**src/rtl/cpu_sequencer.sv**
```systemverilog
// Instruction sequencer for a multi-cycle core: FETCH/EXEC/WFI/TRAP control,
// PC update, fetch timeout, retired-instruction counting and sticky traps.
module cpu_sequencer #(
  parameter int unsigned       Width        = 32,
  parameter logic [Width-1:0]  ResetPc      = '0,
  parameter int unsigned       FetchTimeout = 16
) (
  input  logic             clk,
  input  logic             reset,
  input  logic             imem_ready,
  input  logic             vld_decode,
  input  logic             is_branch,
  input  logic             is_jal,
  input  logic             is_wfi,
  input  logic             rd_valid,
  input  logic             cmp_taken,
  input  logic [Width-1:0] imm,
  input  logic             irq,
  output logic [Width-1:0] pc,
  output logic             imem_valid,
  output logic             ir_load,
  output logic             rd_we,
  output logic             wb_link,
  output logic [Width-1:0] link_data,
  output logic             halted,
  output logic             trap,
  output logic [1:0]       trap_cause,
  output logic [Width-1:0] instret
);

  localparam int unsigned CntW = $clog2(FetchTimeout + 1);

  typedef enum logic [1:0] {StFetch, StExec, StWfi, StTrap} state_e;

  state_e           state_q, state_d;
  logic [Width-1:0] pc_q, pc_d;
  logic [Width-1:0] instret_q, instret_d;
  logic [1:0]       cause_q, cause_d;
  logic [CntW-1:0]  cnt_q, cnt_d;
  logic [Width-1:0] target;

  always_comb begin
    state_d    = state_q;
    pc_d       = pc_q;
    instret_d  = instret_q;
    cause_d    = cause_q;
    cnt_d      = cnt_q;
    imem_valid = 1'b0;
    ir_load    = 1'b0;
    rd_we      = 1'b0;
    wb_link    = 1'b0;
    target     = (is_jal || (is_branch && cmp_taken)) ? pc_q + imm : pc_q + Width'(4);

    unique case (state_q)
      StFetch: begin
        // Gated by reset so the request drops the moment reset asserts.
        imem_valid = reset;
        ir_load    = reset && imem_ready;
        if (imem_ready) begin
          cnt_d   = '0;
          state_d = StExec;
        end else if (cnt_q == CntW'(FetchTimeout - 1)) begin
          cause_d = 2'd2;
          state_d = StTrap;
        end else begin
          cnt_d = cnt_q + 1'b1;
        end
      end
      StExec: begin
        if (!vld_decode) begin
          cause_d = 2'd1;
          state_d = StTrap;
        end else if (is_wfi) begin
          state_d = StWfi;
        end else if (target[1:0] != 2'b00) begin
          cause_d = 2'd3;
          state_d = StTrap;
        end else begin
          rd_we     = rd_valid;
          wb_link   = is_jal;
          pc_d      = target;
          instret_d = instret_q + 1'b1;
          state_d   = StFetch;
        end
      end
      StWfi: begin
        if (irq) begin
          pc_d      = pc_q + Width'(4);
          instret_d = instret_q + 1'b1;
          state_d   = StFetch;
        end
      end
      StTrap: begin
        // Sticky until reset.
      end
    endcase
  end

  always_ff @(posedge clk or negedge reset) begin
    if (!reset) begin
      state_q   <= StFetch;
      pc_q      <= ResetPc;
      instret_q <= '0;
      cause_q   <= 2'd0;
      cnt_q     <= '0;
    end else begin
      state_q   <= state_d;
      pc_q      <= pc_d;
      instret_q <= instret_d;
      cause_q   <= cause_d;
      cnt_q     <= cnt_d;
    end
  end

  assign pc         = pc_q;
  assign instret    = instret_q;
  assign trap_cause = cause_q;
  assign link_data  = pc_q + Width'(4);
  assign halted     = (state_q == StWfi);
  assign trap       = (state_q == StTrap);

endmodule

```
**config.mk**
```make
export PLATFORM = sky130hd
export DESIGN_NAME = cpu_sequencer
export DESIGN_NICKNAME = d
export VERILOG_FILES = /design/src/rtl/cpu_sequencer.sv
export SDC_FILE = /design/constraint.sdc
export NUM_CORES = 1
export LEC_CHECK = 0
export CAP_MARGIN = 15
export CORE_UTILIZATION = 46
export DETAILED_ROUTE_END_ITERATION = 12
export GPL_TIMING_DRIVEN = 1
export MAX_ROUTING_LAYER = met4
export PLACE_DENSITY_LB_ADDON = 0.08
export SYNTH_ARGS = -nofsm -noshare
export SYNTH_HDL_FRONTEND = slang
export SYNTH_SLANG_ARGS = --single-unit
```
**constraint.sdc**
```tcl
create_clock -name clk -period 2.7 [get_ports clk]
set_clock_uncertainty 0.05 [all_clocks]
set_input_delay 0.54 -clock clk [delete_from_list [all_inputs] [get_ports clk]]
set_output_delay 0.54 -clock clk [all_outputs]
set_load 0.03 [all_outputs]
```
# Word-level counts from Yosys, hierarchy flattened
# Cells that the tools add are included.
# classes
n_addsub,4
n_eq_ne,14
mux,36
reduce_logical,12
# ops
cell,count
two-way mux 32 bit,9
one-hot mux 32 bit (2 select lines),2
"adder 32 x 1 -> 32 bit, second input constant",1
"adder 32 x 3 -> 32 bit, second input constant",1
adder 32 bit,1
two-way mux 2 bit,11
"inequality test 2 bit, second input constant",7
two-way mux 1 bit,10
two-way mux 5 bit,2
AND reduction 5 bit,2
"inequality test 3 bit, second input constant",3
one-hot mux 2 bit (3 select lines),1
nonzero test 2 bit,3
"adder 5 x 1 -> 5 bit, second input constant",1
"equality test 5 x 4 -> 1 bit, second input constant",1
"equality test 2 bit, second input constant",2
one-hot mux 2 bit (2 select lines),1
AND reduction 3 bit,1
nonzero test 3 bit,1
"equality test 2 x 1 -> 1 bit, second input constant",1
logical AND 1 bit,2
zero test 2 bit,1
AND reduction 2 bit,1
logical OR 1 bit,1
# word_totals
ff_bits,73
word_cells,71

# Depth between registers and ports, before layout
# depth
ltp_word,8
ltp_mapped,12

# Worst setup path after synthesis
# Ideal clock, no wire load.
# synth_timing
path_kind,reg2out
start,register pc_q[2] (netlist: pc[2])
end,output link_data[30]
arrival_time_ns,2.620
path_slack_ns,-0.510
path_stages_with_launch,10
n_path_buf,0
path_cell_list,dfrtp_1 > ha_1 > and3_1 > nand2_1 > nor4_1 > nor2b_1 > nand2_1 > nor2_1 > and3_1 > xor2_1
# synth_between
elab_chain_len,1
# synth_rtl
item,line,text
"start, declared",36,"logic [Width-1:0] pc_q, pc_d;"
"start signal, assigned",102,pc_q <= ResetPc;
"start signal, assigned",108,pc_q <= pc_d;
adder 32 x 3 -> 32 bit,118,assign link_data = pc_q + Width'(4);
"end, declared",24,"output logic [Width-1:0] link_data,"
# Every way passes these cells.

# Worst setup path after layout
# Ends and elaborated chain as after synthesis.

==> results.md <==
* Status: finished, violations left
* Violated checks: negative setup slack
* Power Dens Cells at 1255 nW/um2
* Yosys reg bits at 73
* Clk sinks at 73
* Library cells used by synthesis at 55
* DRC viols at 0
* Sw Share at 47.55%
* CP Launch Type: flop
* Rel. slew slack at 61.91%
* Final setup TNS at -3.317 ns
* Final HPWL DP at 14690 um
* First-pass GRT wire length at 31770 um
* Drt pass-1 iters at 5
* Synth area leader: dfrtp_1
* CTS tree: done
* Core area at 12110 um2
* Fillers at 673
* CP arrival at 2.39 ns
* Placed Cells at 1141
* Area after DPL at 8653 um2
* Root Driver: clkbuf_16
* Max Slew Vio Count at 0
* Share of layout cells above drive strength 1 at 39.69%
* CTS clock-pin slew for the worst setup and hold paths at 0.06 ns
* Area contributors post-synth: dfrtp_1 (32%), ha_1 (8.7%), xnor2_1 (8.1%), nand2_1 (5.6%), a21oi_1 (5.1%)
* Worst Max-Slew Pin Slew at 0.5714 ns
* TritonCTS Buffers at 9
* Buffers on Ports at 145
* Yosys top cell area share at 31.70%
* WP buf/inv at 2
* Met1 global-route usage at 41.53%
* Sequential area share after synthesis at 31.70%
* NumNets Final at 1106
* CP max FO at 3
* Met3 GRT Util at 4.623%
* Rows at 40
* ANT nets after route at 0
* CTS H-tree depth at 3
* Worst Hold Class: input pin to asynchronous set/reset pin
* Die Span Y at 113.9 um
* Vias at 6942
* Worst-Skew Late Latency at 0.35 ns
* Yosys Warn Count at 0
* Cells on worst reg2reg path at 12
* Mapped cell area at 5762 um2
* Register area at 1842 um2
* I/O Pins at 146
* Ys flop type: dfrtp_1
* Max clock buf depth at 2
* Global route hottest layer: met2
* DRC violation total after the first TritonRoute iteration at 630
* Count of hold-fix buffers inserted at cts at 0
* Initial antenna violation count at 0
* Seq pwr share at 15.0%
* Critical Path Slowest Stage Cell: dfrtp_2
* R2R setup slack at -0.15 ns
* Max Cap Violations at 0
* Placer Congestion at 0.9511
* Min Tclk post-route at 2.984 ns
* GRT overflow at 0
* CP top delay family: simple AND/OR/NAND/NOR gates
* Comb pwr share at 74.4%
* Avg Cell Area, Syn at 8.363 um2
* Unrepaired setup endpoints after global routing: true
* CP peak stage delay at 0.41 ns
* Final hold violation count at 0
* Critical-path cell list: ha_4 > and3_4 > nand2_4 > nor4_4 > buf_4 > nor2b_4 > nand2_2 > nor2_4 > and3_4 > xor2_4 > buf_6
* # diodes at 0
* Final wirelength at 22790 um
* Final setup fails at 27
* Fin cells at 1196
* GR Util met2 at 52.24%
* Area growth, synth to finish at 78.91%
* Initial Utilization at 47.57%
* Vias/cell at 5.804
* Full die area at 12980 um2
* Die Width at 113.9 um
* Top cell by count, worst path: and3_4
* Crit. End Element: output pin
* Int Power at 6788 uW
* Vias in the first global route at 6370
* Reg-to-reg startpoint: pc[2]$_DFFE_PN0P_
* Pleak at 0.004706 uW
* Final routed wire length divided by cell count at 19.05 um
* Peak VDD IR at 1120 uV
* Fin area at 10310 um2
* Largest net degree at the start of global routing at 45
* Syn Nets at 772
* Switching pwr at 6154 uW
* Maximum operating frequency at 0.3351 GHz
* Tcrit/Tclk final at 110.5%
* Clock network fraction of design power at 10.5%
* R2R Path End: pc[31]$_DFFE_PN0P_
* Post-synth EDFFs at 0
* Async SR Flop Fraction at 100.0%
* Setup ws final at -0.2841 ns
* CP Class: flop to output pin
* All-Layer GR Usage at 32.21%
* Required time of the critical path at 2.11 ns
* Syn Inst Count at 689
* Multi-input combinational cell area at 4733 um2
[worst reg2reg max path, stage by stage, from the launching register on]
cell      delay, ns
dfrtp_2        0.44
buf_4          0.16
ha_4           0.25
o211ai_1       0.29
nor3_2         0.10
o21ai_1        0.16
buf_4          0.16
nand4_1        0.14
a311oi_2       0.31
o211ai_1       0.15
a21bo_2        0.23
a31oi_1        0.18
xor2_1         0.16
[power groups by stage]
stage | clock network [uW] | registers [uW] | logic, uW
2_1_floorplan | 0 | 2470 | 3870
3_3_place_gp | 0 | 1870 | 7730
3_5_place_dp | 0 | 1890 | 7850
4_1_cts | 1370 | 1890 | 8470
5_1_grt | 1410 | 1980 | 10100
6_report | 1370 | 1940 | 9630
[cell type report]
cell class	instances	share of cell area [%]
clock buffers	10	2.318
flip-flops and latches	73	17.87
inverters	20	0.7282
clock inverters	6	0.8739
well taps	168	2.039
repair buffers	348	30.26
multi-input cells	571	45.92
[how the worst max path moves through the flow]
stage / from / endpoint / slack, ns / depth (start not counted)
final: pc[2]$_DFFE_PN0P_ / link_data[30] / -0.28 / 11
after global routing: pc[2]$_DFFE_PN0P_ / link_data[30] / -0.36 / 11
after CTS: pc[2]$_DFFE_PN0P_ / link_data[30] / -0.26 / 11
after detailed placement: imm[1] / pc[31]$_DFFE_PN0P_ / -0.71 / 12
after global placement: imm[1] / pc[31]$_DFFE_PN0P_ / -0.71 / 12
after floorplan: pc[2]$_DFFE_PN0P_ / link_data[30] / -0.06 / 9
[synthesized netlist by cell type, types with 3 or more instances]
cell	n
a21o_1	19
a21oi_1	59
a221o_1	4
a22oi_1	5
a2bb2oi_1	3
a31oi_1	7
and2_1	6
and3_1	22
and4_1	4
buf_2	4
buf_4	3
clkbuf_1	18
dfrtp_1	73
ha_1	40
inv_1	20
mux2_2	5
mux2i_1	4
nand2_1	86
nand2b_1	5
nand3_1	31
nand4_1	16
nor2_1	52
nor2b_1	7
nor3_1	12
nor3b_1	4
nor4_1	6
nor4b_1	3
o211ai_1	5
o21a_1	4
o21ai_0	31
o21ai_2	3
o21bai_1	5
o22ai_1	9
o31ai_1	5
or3_1	5
xnor2_1	53
xor2_1	29
[per-layer routing]
layer | vias to the layer above | share of wire (%)
met5 | - | 0
met1 | 3314 | 40
met2 | 397 | 49
li1 | 3138 | -
met3 | 93 | 7.0
met4 | 0 | 4.1
[registers in the layout (all words and copies together), names as in the netlist]
name / count
instret: 32
trap_cause: 2
cnt_q: 5
pc: 32
state_q: 2
[placed cells by master, fill, tap and decap left out, drive strengths merged, types with 6 or more instances in the layout]
master / netlist / routed
buf: 7 / 231
clkdlybuf4s50: 0 / 95
nand2: 86 / 86
dfrtp: 73 / 73
a21oi: 61 / 61
nor2: 54 / 54
xnor2: 53 / 53
ha: 40 / 40
o21ai: 34 / 34
nand3: 31 / 31
xor2: 29 / 29
and3: 22 / 22
inv: 20 / 21
a21o: 19 / 19
nand4: 17 / 17
nor3: 13 / 13
dlymetal6s2s: 0 / 11
clkbuf: 18 / 10
o22ai: 9 / 9
dlygate4sd2: 0 / 9
nor2b: 7 / 7
a31oi: 7 / 7
nor4: 6 / 6
and2: 6 / 6
[timing repair]
action | in CTS | in global routing
setup buffers | 17 | 23
gates resized for setup | 103 | 130
pin swaps | 47 | 68
setup endpoints to repair | 73 | 59
[per-stage QoR]
step / utilization [%] / setup slack, ns / power, uW / hold WS (ns)
floorplan: - / -0.05535 / 6341 / 0.1944
global placement: 71.45 / -0.7122 / 9601 / 0.4092
detailed placement: 71.45 / -0.7070 / 9738 / 0.4167
CTS: 78.43 / -0.2606 / 11730 / 0.2066
global route: 85.11 / -0.3594 / 13540 / 0.2162
finish: 85.11 / -0.2841 / 12940 / 0.1922
[kinds of logic after synthesis]
group           after synthesis  synth area share (%)
mux                           9                 1.672
xor+xnor                     82                 12.46
simple gates                268                 22.87
flops                        73                 31.70
compound gates              171                 19.04
buf+inv                      45                 3.214
fa+ha+maj                    41                 9.034
(Power assumes the default switching activity.)
